`config.mk`:
```
export PLATFORM = sky130hd
export DESIGN_NAME = phy_tx_sched
export DESIGN_NICKNAME = d
export VERILOG_FILES = /design/src/rtl/phy_tx_sched.sv
export SDC_FILE = /design/constraint.sdc
export NUM_CORES = 1
export LEC_CHECK = 0
export ABC_AREA = 1
export BUFFER_PORTS_ARGS = -buffer_cell sky130_fd_sc_hd__buf_2
export CAP_MARGIN = 20
export CELL_PAD_IN_SITES_DETAIL_PLACEMENT = 1
export CELL_PAD_IN_SITES_GLOBAL_PLACEMENT = 1
export CORE_MARGIN = 3
export CORE_UTILIZATION = 38
export CTS_CLUSTER_DIAMETER = 40
export DETAILED_ROUTE_END_ITERATION = 10
export HOLD_SLACK_MARGIN = 0.02
export PLACE_DENSITY = 0.95
export SYNTH_ARGS = -nofsm -noshare
export SYNTH_HDL_FRONTEND = slang
export SYNTH_SLANG_ARGS = --single-unit
```
`constraint.sdc`:
```
create_clock -name clk_2f -period 2.95 [get_ports clk_2f]
set_clock_uncertainty 0.2 [all_clocks]
set_input_delay 0.1475 -clock clk_2f [delete_from_list [all_inputs] [get_ports clk_2f]]
set_output_delay 0.1475 -clock clk_2f [all_outputs]
set_load 0.005 [all_outputs]
```
`src/rtl/phy_tx_sched.sv`:
```
// phy_tx_sched: round-robin 4-requester to 2-lane PHY TX scheduler; comma INIT phase built only with TX_SCHED_INIT_EN
module phy_tx_sched #(
  parameter int         INIT_CYCLES = 16,
  parameter logic [7:0] COMMA       = 8'hBC
) (
  input  logic        clk_2f,
  input  logic        reset,
  input  logic        tx_en,
  input  logic [3:0]  req_valid,
  input  logic [31:0] req_data,
  output logic [3:0]  req_ready,
  output logic [7:0]  data_out0,
  output logic [7:0]  data_out1,
  output logic        valid_out0,
  output logic        valid_out1,
  output logic [1:0]  state
);
  localparam logic [1:0] S_INIT = 2'd0;
  localparam logic [1:0] S_RUN  = 2'd1;
  localparam logic [1:0] S_HOLD = 2'd2;
  logic [1:0] state_q, state_d, ptr_q, ptr_d, g0, g1, idx;
  logic [7:0] d0_q, d0_d, d1_q, d1_d;
  logic       v0_q, v0_d, v1_q, v1_d, h0, h1, grant_en;
`ifdef TX_SCHED_INIT_EN
  logic [7:0] cnt_q, cnt_d;
  logic       last;
  assign last = cnt_q == 8'(INIT_CYCLES - 1);
`else
  logic unused_cfg;
  assign unused_cfg = ^{COMMA, INIT_CYCLES[7:0]};
`endif
  assign grant_en = reset && state_q == S_RUN && tx_en;
  always_comb begin
    g0 = '0;
    g1 = '0;
    h0 = 1'b0;
    h1 = 1'b0;
    idx = '0;
    for (int k = 0; k < 4; k++) begin
      idx = ptr_q + 2'(k);
      if (req_valid[idx] && !h0) begin
        g0 = idx;
        h0 = 1'b1;
      end else if (req_valid[idx] && !h1) begin
        g1 = idx;
        h1 = 1'b1;
      end
    end
  end
  assign req_ready = grant_en ? ((h0 ? 4'b0001 << g0 : 4'b0000) | (h1 ? 4'b0001 << g1 : 4'b0000)) : 4'b0000;
  always_comb begin
    state_d = S_RUN;
    ptr_d = ptr_q;
    d0_d = 8'h00;
    d1_d = 8'h00;
    v0_d = 1'b0;
    v1_d = 1'b0;
`ifdef TX_SCHED_INIT_EN
    cnt_d = cnt_q;
`endif
    if (state_q == S_RUN) begin
      state_d = tx_en ? S_RUN : S_HOLD;
      d0_d = grant_en && h0 ? req_data[{g0, 3'b000} +: 8] : 8'h00;
      d1_d = grant_en && h1 ? req_data[{g1, 3'b000} +: 8] : 8'h00;
      v0_d = grant_en && h0;
      v1_d = grant_en && h1;
      ptr_d = !grant_en ? ptr_q : h1 ? g1 + 2'd1 : h0 ? g0 + 2'd1 : ptr_q;
    end else if (state_q == S_HOLD) begin
      state_d = tx_en ? S_RUN : S_HOLD;
`ifdef TX_SCHED_INIT_EN
    end else if (state_q == S_INIT) begin
      state_d = last ? S_RUN : S_INIT;
      cnt_d = last ? 8'd0 : cnt_q + 8'd1;
      d0_d = COMMA;
      d1_d = COMMA;
      v0_d = 1'b1;
      v1_d = 1'b1;
`endif
    end
  end
  always_ff @(posedge clk_2f or negedge reset) begin
    if (!reset) begin
`ifdef TX_SCHED_INIT_EN
      state_q <= S_INIT;
      cnt_q <= 8'd0;
`else
      state_q <= S_RUN;
`endif
      ptr_q <= 2'd0;
      d0_q <= 8'h00;
      d1_q <= 8'h00;
      v0_q <= 1'b0;
      v1_q <= 1'b0;
    end else begin
`ifdef TX_SCHED_INIT_EN
      cnt_q <= cnt_d;
`endif
      state_q <= state_d;
      ptr_q <= ptr_d;
      d0_q <= d0_d;
      d1_q <= d1_d;
      v0_q <= v0_d;
      v1_q <= v1_d;
    end
  end
  assign data_out0 = d0_q;
  assign data_out1 = d1_q;
  assign valid_out0 = v0_q;
  assign valid_out1 = v1_q;
  assign state = state_q;
endmodule

```
* Yosys cells after proc, flatten, opt, wreduce, memory -nomap -nowiden
Cells that the tools add are included.
** Storage, ports and cells
- Flip-flop bits (word level) :: 22
- Bits in latches :: 0
- RAM bits :: 0
- Memory bits (read-only) :: 0
- Bits of input ports :: 39
- Output and inout port bits :: 24
- Word-level logic and storage cells :: 84
- Memories :: 0
** Operators by class
- $add $sub $neg :: 5
- Multipliers :: 0
- Divide/modulo/power cells :: 0
- Order comparisons :: 4
- Equality and inequality tests :: 2
- Shift-type cells :: 4
- Muxes and demuxes :: 44
- Bitwise gates (word level) :: 1
- Reduce and logical (&&, ||, !) cells :: 18
** Operators by type and width (count)
- 32-bit by 6-bit variable part select with 8-bit output :: 2
- 2-bit two-way mux :: 16
- 8-bit two-way mux :: 4
- 1-bit two-way mux :: 17
- 2-bit by 3-bit less-than comparator with 1-bit output (second input constant) :: 4
- 4-bit two-way mux :: 3
- 1-bit logical AND :: 10
- 1-bit binary-select mux with 2-bit select :: 4
- 1-bit by 2-bit << shifter with 4-bit output (first input constant) :: 2
- 2-bit by 1-bit adder with 2-bit output (second input constant) :: 3
- 1-bit logical NOT :: 6
- 2-bit adder (second input constant) :: 2
- 4-bit bitwise OR :: 1
- 3-bit AND reduction :: 1
- 2-bit by 1-bit equality test with 1-bit output (second input constant) :: 1
- 2-bit equality test (second input constant) :: 1
- 2-bit nonzero test :: 1

* Logic depth before layout (Yosys ltp)
- Depth in word-level cells :: 20
- Depth in mapped cells :: 17

* Worst setup path after synthesis
Ideal clock, no wire load.
- Path type :: reg-to-output
- Start :: register ptr_q[1]
- End :: output port req_ready[0]
- Data arrival time :: 1700 ps
- Required time :: 2602 ps
- Path slack :: 903 ps
- Cell stages (with the launch flop) :: 14
- Cell sequence :: dfrtp_1 > buf_4 > nand2_1 > nand2_4 > nand2_2 > nand2_4 > nor2_8 > nand3_4 > clkinv_1 > nand2_1 > nand2_2 > buf_2 > nand2_1 > o22ai_1
** On the way
- Word-level cells in the longest chain between the ends :: 20
- Elaborated cells between the ends (all ways) :: 51
- Those cells by class :: 3 x add/sub; 2 x shift; 33 x mux; 1 x bitwise; 12 x reduce/logical
** RTL lines
- start: declaration :: line 21 : logic [1:0] state_q, state_d, ptr_q, ptr_d, g0, g1, idx;
- start signal: assignment :: line 99 : ptr_q <= ptr_d;
- 1-bit binary-select mux with 2-bit select :: line 41, 44
- 1-bit two-way mux (not written as such) :: line 41, 44
- 1-bit two-way mux :: line 41, 44
- 1-bit two-way mux :: line 41 : if (req_valid[idx] && !h0) begin
- 1-bit logical NOT :: line 44 : end else if (req_valid[idx] && !h1) begin
- 1-bit logical AND :: line 44
- 1-bit two-way mux :: line 44
- 1-bit two-way mux :: line 41
- (+4 left out)
- 1-bit logical NOT :: line 44
- 1-bit logical AND :: line 44
- 2-bit two-way mux :: line 44
- 2-bit two-way mux :: line 41
- 1-bit by 2-bit << shifter with 4-bit output :: line 50 : assign req_ready = grant_en ? ((h0 ? 4'b0001 << g0 : 4'b0000) | (h1 ? 4'b0001 << g1 : 4'b0000)) : 4'b0000;
- 4-bit two-way mux :: line 50
- 4-bit bitwise OR (*) :: line 50
- 4-bit two-way mux (*) :: line 50
- end: declaration :: line 11 : output logic [3:0] req_ready,
Every way passes the cells marked *; elsewhere a longest branch is shown, timed or not. The select of a mux whose other input is x is not followed.

* Worst setup path after layout
- Start :: register ptr_q[0]
- End :: output port req_ready[1]
The elaborated chain is that of the path after synthesis.

==> results.py <==
metrics = {
    "worst_setup_path": {
        "critical-path-top-delay-family": "simple AND/OR/NAND/NOR gates",
        "critPathArrivalTime_ps": 2470,
        "worstPathRequired_ps": 2600,
        "slowest_delay_ps": 390,
        "cp_max_fo": 15,
        "r2r_cells": 14,
        "worst-path-stages": 13,
        "critPathMostFrequentCell": "nand2_1",
        "end_kind": "output pin",
        "worstSetupPathType": "register to output pin",
        "cp.buffers_inverters": 3,
        "path_cells": "buf_4 > nand2_1 > nand2_1 > nand2_2 > nand2_4 > nor2_8 > nand2_4 > nand3_2 > nand3_4 > inv_1 > nand2_1 > a21oi_1 > buf_2",
        "crit_slowest_cell": "dfrtp_1",
        "critPathLaunchType": "register",
    },
    "synth": {
        "synthMuxAreaShare_pct": 0,
        "synth_fp_nets": 368,
        "yosys_warnings": 0,
        "synth_top_family_by_area": "simple AND/OR/NAND/NOR gates",
        "yosysTopAreaCellShare_pct": 25.83,
        "synth_compound_area_share_pct": 3.690,
        "synthFlopType": "dfrtp_1",
        "syn-cell-area_sq_um": 2034,
        "synth_cells": 329,
        "yosysMostFrequentCell": "nand2_1",
        "yosys.area.top_type": "dfrtp_1",
        "synth-xor-area-share_pct": 0,
        "ys_top_cells_by_area": "dfrtp_1 26%, nand2_1 22%, nand3_1 8.9%",
        "async_flop_share_pct": 100.0,
        "synthDistinctLibCells": 29,
        "synthAdderAreaFrac_pct": 0,
        "syn_area_per_cell_sq_um": 6.184,
        "synth_seq_area_share_pct": 27.12,
        "synth_common_cells": "118 x nand2_1, 41 x inv_1, 36 x nand3_1",
        "synth_edf_count": 0,
        "synthSimpleGateAreaFrac_pct": 55.60,
        "ys_ff_latch": 22,
    },
    "place": {
        "gp_congestion": 0.8296,
        "port_buffers": 62,
        "hpwl_mm": 5.208,
    },
    "clock_tree": {
        "cts_buffers": 3,
        "clkSinkCount": 22,
        "path_clk_slew_ps": 90,
        "clk_latency_ps": 270,
        "cts_tree": "built",
        "cts-root-buf": "clkbuf_8",
        "h-tree-depth": 1,
        "clock_path_buffers": 2,
    },
    "sta": {
        "finalSetupViolations": 0,
        "post-route-min-period_ps": 2821,
        "finalHoldViolations": 0,
        "slew_viol_final": 0,
        "max_freq_mhz": 354.5,
        "relSlewSlack_pct": 75.42,
        "finalCritPeriodShare_pct": 95.62,
        "worstMarginPinSlew_ps": 368.3,
        "tns_ps": 0,
    },
    "routing": {
        "wire_per_inst_microns": 16.10,
        "drt_iter0_markers": 128,
        "wl_mm": 7.553,
        "drc": 0,
        "ant_nets": 0,
        "vias": 2490,
        "vias_per_cell": 5.309,
        "drtPass1Iterations": 4,
    },
    "floorplan": {
        "core_area_sq_um": 5140,
        "die_h_microns": 79.17,
        "ios": 63,
        "die_w_microns": 79.17,
        "start_util_pct": 39.58,
        "rows": 26,
        "die-area_sq_um": 6268,
    },
    "global_routing": {
        "grt_first_pass_wirelength_mm": 11.39,
        "track_usage_pct": 22.43,
        "antenna_found_initial": 0,
        "grt_pass1_vias": 2470,
        "grt_max_degree": 23,
        "grt_overflow": 0,
    },
    "layout": {
        "seq_area_sq_um": 553.0,
        "nNetsFinal": 439,
        "area_growth_pct": 24.17,
        "nFillCells": 750,
        "multi_input_area_sq_um": 1206,
        "n_antenna_cell": 0,
        "layout-drive-gt1-share_pct": 29.82,
    },
    "power_and_ir_drop": {
        "p_leak_nw": 1.564,
        "cellPowerDensity_nw_per_um2": 1523,
        "vdd_drop_max_mv": 0.7628,
        "total_power_w": 0.003847,
    },
    "run": {
        "max-cap-violations": 0,
    },
    "run_status": {
        "status": "complete, no violations",
    },
    "hold_path": {
        "hold_path.class": "input port to register",
        "hold_depth": 5,
    },
}
[report_power, final]
part	internal [W]	switching, W	leakage [nW]
clock	0.0000966	0.000107	0.0228
combinational	0.00103	0.00219	1.25
sequential	0.000383	0.0000366	0.292
[timing repair]
item / CTS / global route
hold buffers: 3 / 0
pin swaps: 0 / 1
hold endpoints to repair: 25 / 0
gates resized for setup: 1 / 3
endpoints found under the setup margin: 1 / 4
buffers inserted: 0 / 7
[layout make-up]
cell class              count  share of cell area (%)
repair buffers             78                   17.34
clock buffers               4                   1.783
inverters                  51                   7.776
flip-flops and latches     22                   21.89
multi-input cells         244                   47.75
well taps                  70                   3.467
[path summary, 6_finish.rpt]
kind	startpoint	end	slack [ps]
max	ptr_q[0]	req_ready[1]	130
min	req_data[5]	data_out1[5]	20
max reg2reg	ptr_q[0]	data_out0[6]	400
min reg2reg	state[1]	state[1]	380
max in group asynchronous	reset	state[0]	2070
min in group asynchronous	reset	data_out0[7]	200
[worst reg2reg max path: stages, from the launching register on]
cell	delay, ps
dfrtp_1	390
buf_4	180
nand2_2	90
nand2_1	80
nor2_2	250
nor2_8	90
nand2_4	100
nand3_2	300
nand3_4	240
buf_4	180
nand2_1	70
nand2_1	80
nand2_1	60
nand2_1	80
nor2_1	40
[routing by layer]
layer / track usage [%] / up-vias / routed length, microns
met5: 0 / - / 0
met4: 7.388 / 0 / 231
met3: 2.268 / 30 / 468
met2: 40.99 / 107 / 3813
met1: 27.29 / 1189 / 3038
li1: - / 1164 / -
[sequential cells by signal, indices dropped and copies added, names as in the netlist]
register    flops
data_out0       8
ptr_q           2
valid_out1      1
valid_out0      1
state           2
data_out1       8
[logic make-up (layout without fill, tap and decap cells)]
group	Yosys count	count (layout)
compound gates	11	11
buf+inv	63	133
simple gates	233	233
flops	22	22
[cell usage in the layout, fill, tap and decap left out, types with 3 or more instances in the layout]
cell type      count
buf_4             13
nor2_1            33
a21oi_1            3
nand2_2           13
nand2_1          118
clkbuf_8           3
o21ai_1            3
inv_2              7
nand3_2            5
nand4_1           16
dfrtp_1           20
nand3_1           36
dlygate4sd3_1      3
inv_1             41
nand2_4            4
buf_2             62
[stage by stage]
step / hold WS [ps] / area [sq um] / util (%) / setup WS (ps) / std cells
after floorplan: -348.1 / 2034 / - / 902.6 / 329
after global placement: -48.77 / 2392 / 46.54 / 398.7 / 455
after detailed placement: -35.83 / 2392 / 46.54 / 279.8 / 455
after CTS: 37.66 / 2469 / 48.03 / 15.22 / 462
after global routing: 42.77 / 2526 / 49.15 / -33.24 / 469
final: 24.25 / 2526 / 49.15 / 129.2 / 469
Note: power is estimated with default switching activity, not from simulation.
